<file path="src/rtl/branch_predictor_if.sv">
// Fetch-lookup / execute-update channel between the pipeline and the branch predictor.
// The pipeline drives the master modport; the predictor uses the slave modport.
interface branch_predictor_if #(
    parameter int PC_W   = 32,
    parameter int STAT_W = 32
);
    logic [PC_W-1:0]   if_pc;
    logic              pred_taken;
    logic [PC_W-1:0]   pred_target;

    logic              upd_valid;
    logic [PC_W-1:0]   upd_pc;
    logic              upd_taken;
    logic [PC_W-1:0]   upd_target;
    logic              upd_pred_taken;
    logic [PC_W-1:0]   upd_pred_target;
    logic              mispredict;
    logic [PC_W-1:0]   correct_pc;

    logic              enable;
    logic              flush;
    logic [STAT_W-1:0] stat_branches;
    logic [STAT_W-1:0] stat_mispredicts;

    modport master (
        output if_pc, upd_valid, upd_pc, upd_taken, upd_target,
               upd_pred_taken, upd_pred_target, enable, flush,
        input  pred_taken, pred_target, mispredict, correct_pc,
               stat_branches, stat_mispredicts
    );

    modport slave (
        input  if_pc, upd_valid, upd_pc, upd_taken, upd_target,
               upd_pred_taken, upd_pred_target, enable, flush,
        output pred_taken, pred_target, mispredict, correct_pc,
               stat_branches, stat_mispredicts
    );
endinterface

</file>
<file path="src/rtl/branch_predictor.sv">
// Direct-mapped BTB with 2-bit saturating counters: zero-latency IF lookup, EX-stage training,
// plus saturating branch/mispredict statistics for the LED display.
module branch_predictor #(
    parameter int ENTRIES = 16,
    parameter int IDX_W   = $clog2(ENTRIES),
    parameter int TAG_W   = 8,
    parameter int PC_W    = 32,
    parameter int STAT_W  = 32
) (
    input logic               clk,
    input logic               CPU_RESETN,
    branch_predictor_if.slave bp
);

    localparam int                TAG_LO   = IDX_W + 2;
    localparam int                TAG_HI   = IDX_W + TAG_W + 1;
    localparam logic [STAT_W-1:0] STAT_MAX = '1;
    localparam logic [PC_W-1:0]   PC_STEP  = PC_W'(4);

    logic [ENTRIES-1:0] valid_q;
    logic [TAG_W-1:0]   tag_q    [ENTRIES];
    logic [PC_W-1:0]    target_q [ENTRIES];
    logic [1:0]         cnt_q    [ENTRIES];

    logic [STAT_W-1:0]  branches_q;
    logic [STAT_W-1:0]  mispredicts_q;

    logic [IDX_W-1:0]   lk_idx;
    logic [TAG_W-1:0]   lk_tag;
    logic               lk_hit;
    logic [IDX_W-1:0]   up_idx;
    logic [TAG_W-1:0]   up_tag;
    logic               up_hit;
    logic               up_fire;
    logic               wrong_dir;
    logic               wrong_tgt;

    function automatic logic [1:0] sat_inc(input logic [1:0] c);
        return (c == 2'b11) ? c : c + 2'd1;
    endfunction

    function automatic logic [1:0] sat_dec(input logic [1:0] c);
        return (c == 2'b00) ? c : c - 2'd1;
    endfunction

    assign lk_idx  = bp.if_pc[IDX_W+1:2];
    assign lk_tag  = bp.if_pc[TAG_HI:TAG_LO];
    assign up_idx  = bp.upd_pc[IDX_W+1:2];
    assign up_tag  = bp.upd_pc[TAG_HI:TAG_LO];
    assign up_fire = bp.upd_valid & bp.enable;

    // Lookup reads only the registered table, so a same-cycle update is never visible here.
    always_comb begin
        lk_hit         = valid_q[lk_idx] & (tag_q[lk_idx] == lk_tag);
        bp.pred_taken  = 1'b0;
        bp.pred_target = bp.if_pc + PC_STEP;
        if (lk_hit && cnt_q[lk_idx][1]) begin
            bp.pred_taken  = 1'b1;
            bp.pred_target = target_q[lk_idx];
        end
    end

    always_comb begin
        up_hit        = valid_q[up_idx] & (tag_q[up_idx] == up_tag);
        wrong_dir     = bp.upd_taken != bp.upd_pred_taken;
        wrong_tgt     = bp.upd_taken & (bp.upd_pred_target != bp.upd_target);
        bp.mispredict = up_fire & (wrong_dir | wrong_tgt);
        bp.correct_pc = bp.upd_taken ? bp.upd_target : bp.upd_pc + PC_STEP;
    end

    // Flush wins over a same-cycle update; it only clears valid bits, leaving the payload stale.
    always_ff @(posedge clk or negedge CPU_RESETN) begin
        if (!CPU_RESETN) begin
            valid_q <= '0;
            for (int i = 0; i < ENTRIES; i++) begin
                tag_q[i]    <= '0;
                target_q[i] <= '0;
                cnt_q[i]    <= 2'b01;
            end
        end else if (bp.enable) begin
            if (bp.flush) begin
                valid_q <= '0;
            end else if (bp.upd_valid) begin
                if (up_hit) begin
                    if (bp.upd_taken) begin
                        cnt_q[up_idx]    <= sat_inc(cnt_q[up_idx]);
                        target_q[up_idx] <= bp.upd_target;
                    end else begin
                        cnt_q[up_idx]    <= sat_dec(cnt_q[up_idx]);
                    end
                end else if (bp.upd_taken) begin
                    valid_q[up_idx]  <= 1'b1;
                    tag_q[up_idx]    <= up_tag;
                    target_q[up_idx] <= bp.upd_target;
                    cnt_q[up_idx]    <= 2'b10;
                end
            end
        end
    end

    // Statistics still count updates that a flush discarded from the table.
    always_ff @(posedge clk or negedge CPU_RESETN) begin
        if (!CPU_RESETN) begin
            branches_q    <= '0;
            mispredicts_q <= '0;
        end else begin
            if (up_fire && branches_q != STAT_MAX) begin
                branches_q <= branches_q + 1'b1;
            end
            if (bp.mispredict && mispredicts_q != STAT_MAX) begin
                mispredicts_q <= mispredicts_q + 1'b1;
            end
        end
    end

    assign bp.stat_branches    = branches_q;
    assign bp.stat_mispredicts = mispredicts_q;

endmodule

</file>
<file path="src/flat_wrapper.sv">
// flat-port wrapper written by rule: the top's interface ports become plain ports
module branch_predictor_flat 
#(
    parameter int ENTRIES = 16,
    parameter int IDX_W   = $clog2(ENTRIES),
    parameter int TAG_W   = 8,
    parameter int PC_W    = 32,
    parameter int STAT_W  = 32
)
  (clk, CPU_RESETN, bp_if_pc, bp_upd_valid, bp_upd_pc, bp_upd_taken, bp_upd_target, bp_upd_pred_taken, bp_upd_pred_target, bp_enable, bp_flush, bp_pred_taken, bp_pred_target, bp_mispredict, bp_correct_pc, bp_stat_branches, bp_stat_mispredicts);
  branch_predictor_if #(.PC_W(PC_W), .STAT_W(STAT_W)) bp_i ();
  input logic clk;
  input logic CPU_RESETN;
  input wire logic [$bits(bp_i.if_pc)-1:0] bp_if_pc;
  input wire logic [$bits(bp_i.upd_valid)-1:0] bp_upd_valid;
  input wire logic [$bits(bp_i.upd_pc)-1:0] bp_upd_pc;
  input wire logic [$bits(bp_i.upd_taken)-1:0] bp_upd_taken;
  input wire logic [$bits(bp_i.upd_target)-1:0] bp_upd_target;
  input wire logic [$bits(bp_i.upd_pred_taken)-1:0] bp_upd_pred_taken;
  input wire logic [$bits(bp_i.upd_pred_target)-1:0] bp_upd_pred_target;
  input wire logic [$bits(bp_i.enable)-1:0] bp_enable;
  input wire logic [$bits(bp_i.flush)-1:0] bp_flush;
  output wire logic [$bits(bp_i.pred_taken)-1:0] bp_pred_taken;
  output wire logic [$bits(bp_i.pred_target)-1:0] bp_pred_target;
  output wire logic [$bits(bp_i.mispredict)-1:0] bp_mispredict;
  output wire logic [$bits(bp_i.correct_pc)-1:0] bp_correct_pc;
  output wire logic [$bits(bp_i.stat_branches)-1:0] bp_stat_branches;
  output wire logic [$bits(bp_i.stat_mispredicts)-1:0] bp_stat_mispredicts;
  assign bp_i.if_pc = bp_if_pc;
  assign bp_i.upd_valid = bp_upd_valid;
  assign bp_i.upd_pc = bp_upd_pc;
  assign bp_i.upd_taken = bp_upd_taken;
  assign bp_i.upd_target = bp_upd_target;
  assign bp_i.upd_pred_taken = bp_upd_pred_taken;
  assign bp_i.upd_pred_target = bp_upd_pred_target;
  assign bp_i.enable = bp_enable;
  assign bp_i.flush = bp_flush;
  assign bp_pred_taken = bp_i.pred_taken;
  assign bp_pred_target = bp_i.pred_target;
  assign bp_mispredict = bp_i.mispredict;
  assign bp_correct_pc = bp_i.correct_pc;
  assign bp_stat_branches = bp_i.stat_branches;
  assign bp_stat_mispredicts = bp_i.stat_mispredicts;
  branch_predictor #(.ENTRIES(ENTRIES), .IDX_W(IDX_W), .TAG_W(TAG_W), .PC_W(PC_W), .STAT_W(STAT_W)) u_core (.clk(clk), .CPU_RESETN(CPU_RESETN), .bp(bp_i));
endmodule
</file>
<file path="config.mk">
export PLATFORM = sky130hd
export DESIGN_NAME = branch_predictor_flat
export DESIGN_NICKNAME = d
export VERILOG_FILES = /design/src/rtl/branch_predictor_if.sv /design/src/rtl/branch_predictor.sv /design/src/flat_wrapper.sv
export SDC_FILE = /design/constraint.sdc
export NUM_CORES = 2
export LEC_CHECK = 0
export BUFFER_PORTS_ARGS = -buffer_cell sky130_fd_sc_hd__clkbuf_2
export CAP_MARGIN = 20
export CORE_AREA = 2 2 295 297
export CTS_CLUSTER_DIAMETER = 50
export DETAILED_ROUTE_END_ITERATION = 12
export DIE_AREA = 0 0 297 299
export PLACE_DENSITY = 0.66
export SYNTH_ARGS = -nofsm -noshare
export SYNTH_HDL_FRONTEND = slang
export SYNTH_SLANG_ARGS = --single-unit
</file>
<file path="constraint.sdc">
create_clock -name clk -period 4.1 [get_ports clk]
set_input_delay 0.41 -clock clk [delete_from_list [all_inputs] [get_ports clk]]
set_output_delay 0.41 -clock clk [all_outputs]
set_load 0.1 [all_outputs]
</file>
# == Word level (Yosys, flattened, before mapping) ==
# Cells that the tools add are included.
# totals
reg_bits,752
latch_bits,0
ram_bits,0
mem_bits_ro,0
in_bits,135
out_inout_bits,130
elab_cells,141
n_memories,0
# op_classes
n_addsub,6
mul,0
n_div,0
n_lt_le_gt_ge,6
n_eq_ne,8
n_shift,0
muxes,43
bitwise,14
reduce_logical,13
# ops
op,n
512-bit bitwise mux,1
32-bit two-way mux,8
32-bit binary-select mux with 4-bit select,1
128-bit bitwise mux,1
32-bit demux with 4-bit select,1
32-bit by 1-bit adder with 32-bit output (second input constant),2
32-bit by 3-bit adder with 32-bit output (second input constant),2
8-bit binary-select mux with 4-bit select,2
32-bit bitwise mux,2
16-bit two-way mux,4
32-bit != test (second input constant),2
8-bit two-way mux,5
8-bit demux with 4-bit select,1
32-bit != test,1
16-bit OR,2
16-bit AND,1
2-bit binary-select mux with 4-bit select,2
8-bit == test,2
16-bit NOT,1
2-bit two-way mux,7
4-bit AND reduction,3
5-bit greater-or-equal comparator (second input constant),2
4-bit by 5-bit less-than comparator with 1-bit output (second input constant),2
4-bit NOT with 5-bit output,2
other kinds (18),33

# == Logic depth before layout (Yosys ltp) ==
# depth
depth_word,9
mapped_depth,13
ltp_nobuf,8

# == Worst setup path before layout ==
# No wires, ideal clock.
# synth_timing
path_type,input to output
from,in bp_if_pc[2]
to,out bp_pred_target[2]
arrival_ns,4.629
t_required_ns,3.690
setup_slack_ns,-0.939
cell_stages,11
path_buffers,3
cell_sequence,buf_2 buf_2 mux4_2 mux2_2 nand2_1 o21ai_0 xnor2_1 nand4_1 nor4_4 buf_2 mux2i_1
# synth_between
elab_chain_cells,8
elab_cells_between_ends,17
classes_between,add/sub (1); eq/ne (1); mux (12); bitwise (2); reduce/logical (1)
# synth_lines
item,line,rtl
from (decl),flat_wrapper.sv:14,input wire logic [$bits(bp_i.if_pc)-1:0] bp_if_pc;
4-bit NOT with 5-bit output (implied by the code),"branch_predictor.sv:54, branch_predictor.sv:57, branch_predictor.sv:59",
8-bit binary-select mux with 4-bit select,branch_predictor.sv:54,lk_hit = valid_q[lk_idx] & (tag_q[lk_idx] == lk_tag);
8-bit two-way mux (implied by the code) (2 in a row),branch_predictor.sv:54,
8-bit == test,branch_predictor.sv:54,
1-bit AND,branch_predictor.sv:54,
1-bit logical AND,branch_predictor.sv:57,if (lk_hit && cnt_q[lk_idx][1]) begin
32-bit two-way mux *,branch_predictor.sv:57,
to (decl),flat_wrapper.sv:24,output wire logic [$bits(bp_i.pred_target)-1:0] bp_pred_target;
# Mark *: on every way between the ends. The rest lies on a longest branch, timed or not. The select of a mux whose other input is x is not followed.

# == Worst setup path after layout ==
# layout_timing
from,reg u_core.tag_q[65] (netlist name)
to,out bp_pred_target[25]
# layout_between
elab_chain_cells,7
# layout_lines
item,line,rtl
from (decl),branch_predictor.sv:21,logic [TAG_W-1:0] tag_q [ENTRIES];
"from (signal, indexed assignment)",branch_predictor.sv:93,tag_q[up_idx] <= up_tag;
8-bit binary-select mux with 4-bit select,branch_predictor.sv:54,
8-bit two-way mux (implied by the code) (2 in a row),branch_predictor.sv:54,
8-bit == test,branch_predictor.sv:54,
1-bit AND,branch_predictor.sv:54,
1-bit logical AND,branch_predictor.sv:57,
32-bit two-way mux,branch_predictor.sv:57,
# No other way between the ends. The select of a mux whose other input is x is not followed.

==> flow_summary.json <==
{
  "dp_hpwl_microns": 75600,
  "dieArea_sq_mm": 0.08880,
  "cp.arrival_ps": 3660,
  "max_freq_mhz": 245.6,
  "io_pins": 265,
  "synth_cell_types": 70,
  "startpoint_type": "register",
  "post-route-min-period_ps": 4071,
  "cp_max_fo": 8,
  "drt_pre_antenna_iters": 5,
  "max_stage_delay_ps": 480,
  "clkLatencyLatePin_ps": 650,
  "die_x_microns": 297,
  "ir_worst_vdd_uv": 417.2,
  "outcome": "finished, final reports clean",
  "hold_class": "in2reg",
  "synth-edff-count": 0,
  "critPathCaptureType": "output pin",
  "placement_rows": 108,
  "gr-total-overflow": 0,
  "area_growth_syn_to_layout_pct": 20.24,
  "p_leak_nw": 21.66,
  "path_class": "reg2out",
  "synth_top_area_share": 0.4816,
  "vias": 25530,
  "p_seq_frac": 0.410,
  "ys_ff_latch": 752,
  "drive_above_1_share": 0.4890,
  "core_area_sq_mm": 0.08594,
  "via_per_inst": 5.997,
  "ys_warn_count": 0,
  "drt_iter0_drc": 1997,
  "numPortBuffers": 264,
  "startpoint": "u_core.tag_q[65]",
  "path_buf_inv": 4,
  "grt_max_degree": 116,
  "wl_per_cell_microns": 27.00,
  "path_clk_slew_ps": 60,
  "cts.sink_count": 752,
  "yosysSeqAreaShare": 0.4926,
  "p_clk_frac": 0.435,
  "finalCritPeriodShare": 0.9929,
  "synth.most_common_cell": "dfrtp_1",
  "slew_headroom": 0.3495,
  "grt_pass1_vias": 27330,
  "routed_wl_microns": 114900,
  "grt_pass1_wl_microns": 174300,
  "root_buffer": "clkbuf_16",
  "p_sw_mw": 5.800,
  "rsz0062_at_grt": "yes",
  "path_delay_family": "multiplexers",
  "drc": 0,
  "async_flop_share": 1.000,
  "place_ws_ps": 189.6,
  "numCtsBuffers": 95,
  "synth_ff_type": "dfrtp_1",
  "comb_power_share": 0.156,
  "synthesis.nets": 2902,
  "setup_violations": 0,
  "required_ps": 3690,
  "hold_path.startpoint": "bp_flush",
  "gp_congestion": 0.8834,
  "cp_slowest_cell": "mux4_2",
  "die_h_microns": 299,
  "swShare": 0.2817,
  "fin_nets": 3163,
  "start_util": 0.4450,
  "cts_tree": "built",
  "synthTopCellsByCount": "dfrtp_1 (736), mux2_2 (587), mux4_2 (216)",
  "tns_ps": 0,
  "syn_area_sq_mm": 0.03825,
  "p_int_mw": 14.79,
  "hold_violations": 0,
  "grt.total_usage": 0.2592,
  "fin_ws_ps": 29.08,
  "ctsLongestPathBuffers": 3,
  "tightest_slew_ps": 975.8,
  "drv_cap": 0,
  "htree_num_levels": 3,
  "cp_cell_sequence": "mux4_2 -> mux2_4 -> nand2_2 -> o21ai_2 -> xnor2_1 -> nand4_1 -> nor4_4 -> buf_6 -> buf_16 -> buf_16 -> mux2_4 -> buf_12",
  "synthCells": 2760,
  "syn_avg_cell_area_sq_um": 13.86,
  "yosysTopAreaCell": "dfrtp_1",
  "slew_viol_final": 0,
  "finClkSkew_ps": 18.54,
  "netlist_top_cells_area": "dfrtp_1 (48%), mux2_2 (17%), mux4_2 (13%)",
  "antenna_found_initial": 5,
  "ant_nets": 0,
  "r2r_start": "u_core.tag_q[25]",
  "power.density_mw_per_mm2": 447.7
}
cells in the final DEF, fill, tap and decap left out, types with 39 or more instances in the layout:
| master | netlist | routed |
|---|---|---|
| mux2_2 | 587 | 554 |
| mux2_4 | 64 | 97 |
| clkbuf_2 | 0 | 202 |
| xor2_1 | 83 | 83 |
| nand2_1 | 215 | 199 |
| and3_1 | 39 | 39 |
| dfrtp_1 | 736 | 736 |
| mux4_2 | 216 | 216 |
| buf_12 | 1 | 81 |
| clkbuf_16 | 0 | 97 |
| mux2i_1 | 72 | 71 |
| nand3_1 | 46 | 46 |
| buf_4 | 6 | 108 |
| xnor2_1 | 87 | 86 |
routing by layer:
layer / vias to the layer above / GRT usage / wire length (microns)
li1: 10670 / - / -
met1: 13550 / 0.3449 / 47020
met2: 1079 / 0.4217 / 55330
met3: 223 / 0.06383 / 8993
met4: 6 / 0.07888 / 3558
met5: - / 0 / 39
logic make-up after synthesis:
group	synth area share
muxes	0.3464
DFF	0.4926
and+or+nand+nor	0.06723
buffers and inverters	0.02781
xor gates and xnor gates	0.03893
AOI/OAI and AO/OA	0.02431
adders and majority gates	0.002813
registers in the layout, indices dropped and copies added (netlist names):
| register | count |
|---|---|
| u_core.bp.stat_branches | 32 |
| u_core.bp.stat_mispredicts | 32 |
| u_core.cnt_q | 32 |
| u_core.tag_q | 128 |
| u_core.target_q | 512 |
| u_core.valid_q | 16 |
power groups by stage:
stage	sequential, mW	clock, mW	combinational, mW
after floorplan	8.79	0	1.81
after global placement	8.48	0	3.10
after detailed placement	8.54	0	3.18
after CTS	8.41	9.08	3.21
after global routing	8.48	9.41	3.39
final	8.43	8.95	3.21
worst paths after layout:
kind / slack (ps) / end / cells after the start
setup reg to reg: 920 / u_core.tag_q[8] / 10
hold reg to reg: 470 / u_core.cnt_q[8] / 2
setup / recovery: 30 / bp_pred_target[25] / 12
min in group asynchronous: 450 / u_core.bp.stat_mispredicts[19] / 2
hold / removal: 160 / u_core.cnt_q[0] / 4
max in group asynchronous: 2390 / u_core.target_q[97] / 4
tightest hold or removal path, stage by stage:
cell	delay (ps)
clkbuf_2	130
nor3_1	90
nand2_1	80
o22ai_1	80
layout make-up:
cell class | instances | area [sq um]
antenna | 2 | 5.005
fill | 7050 | 39960
sequential | 752 | 18840
multi-input combinational | 1753 | 18590
clock inverter | 56 | 768.2
tap | 1155 | 1445
inverter | 19 | 71.32
timing repair buffer | 400 | 3581
clock buffer | 120 | 2684
stage by stage:
| stage | instances | total power, mW | instance area (sq um) | util | hold WS [ps] |
|---|---|---|---|---|---|
| floorplan | 2760 | 10.60 | 38260 | - | 114.4 |
| global placement | 4067 | 11.58 | 42180 | 0.4907 | 453.0 |
| detailed placement | 4067 | 11.72 | 42180 | 0.4907 | 458.4 |
| CTS | 4256 | 20.70 | 45920 | 0.5343 | 128.8 |
| global route | 4256 | 21.29 | 45980 | 0.5351 | 177.8 |
| finish | 4257 | 20.59 | 45990 | 0.5351 | 161.2 |
timing repair:
item / CTS / global route
endpoints found under the setup margin: 32 / 34
hold buffers: 1 / 0
cloned: 2 / 0
buffers inserted: 10 / 1
hold endpoints to repair: 98 / 0
resized for setup: 32 / 23
pin swaps: 4 / 4
No activity file was read; power rests on OpenSTA's default activity.
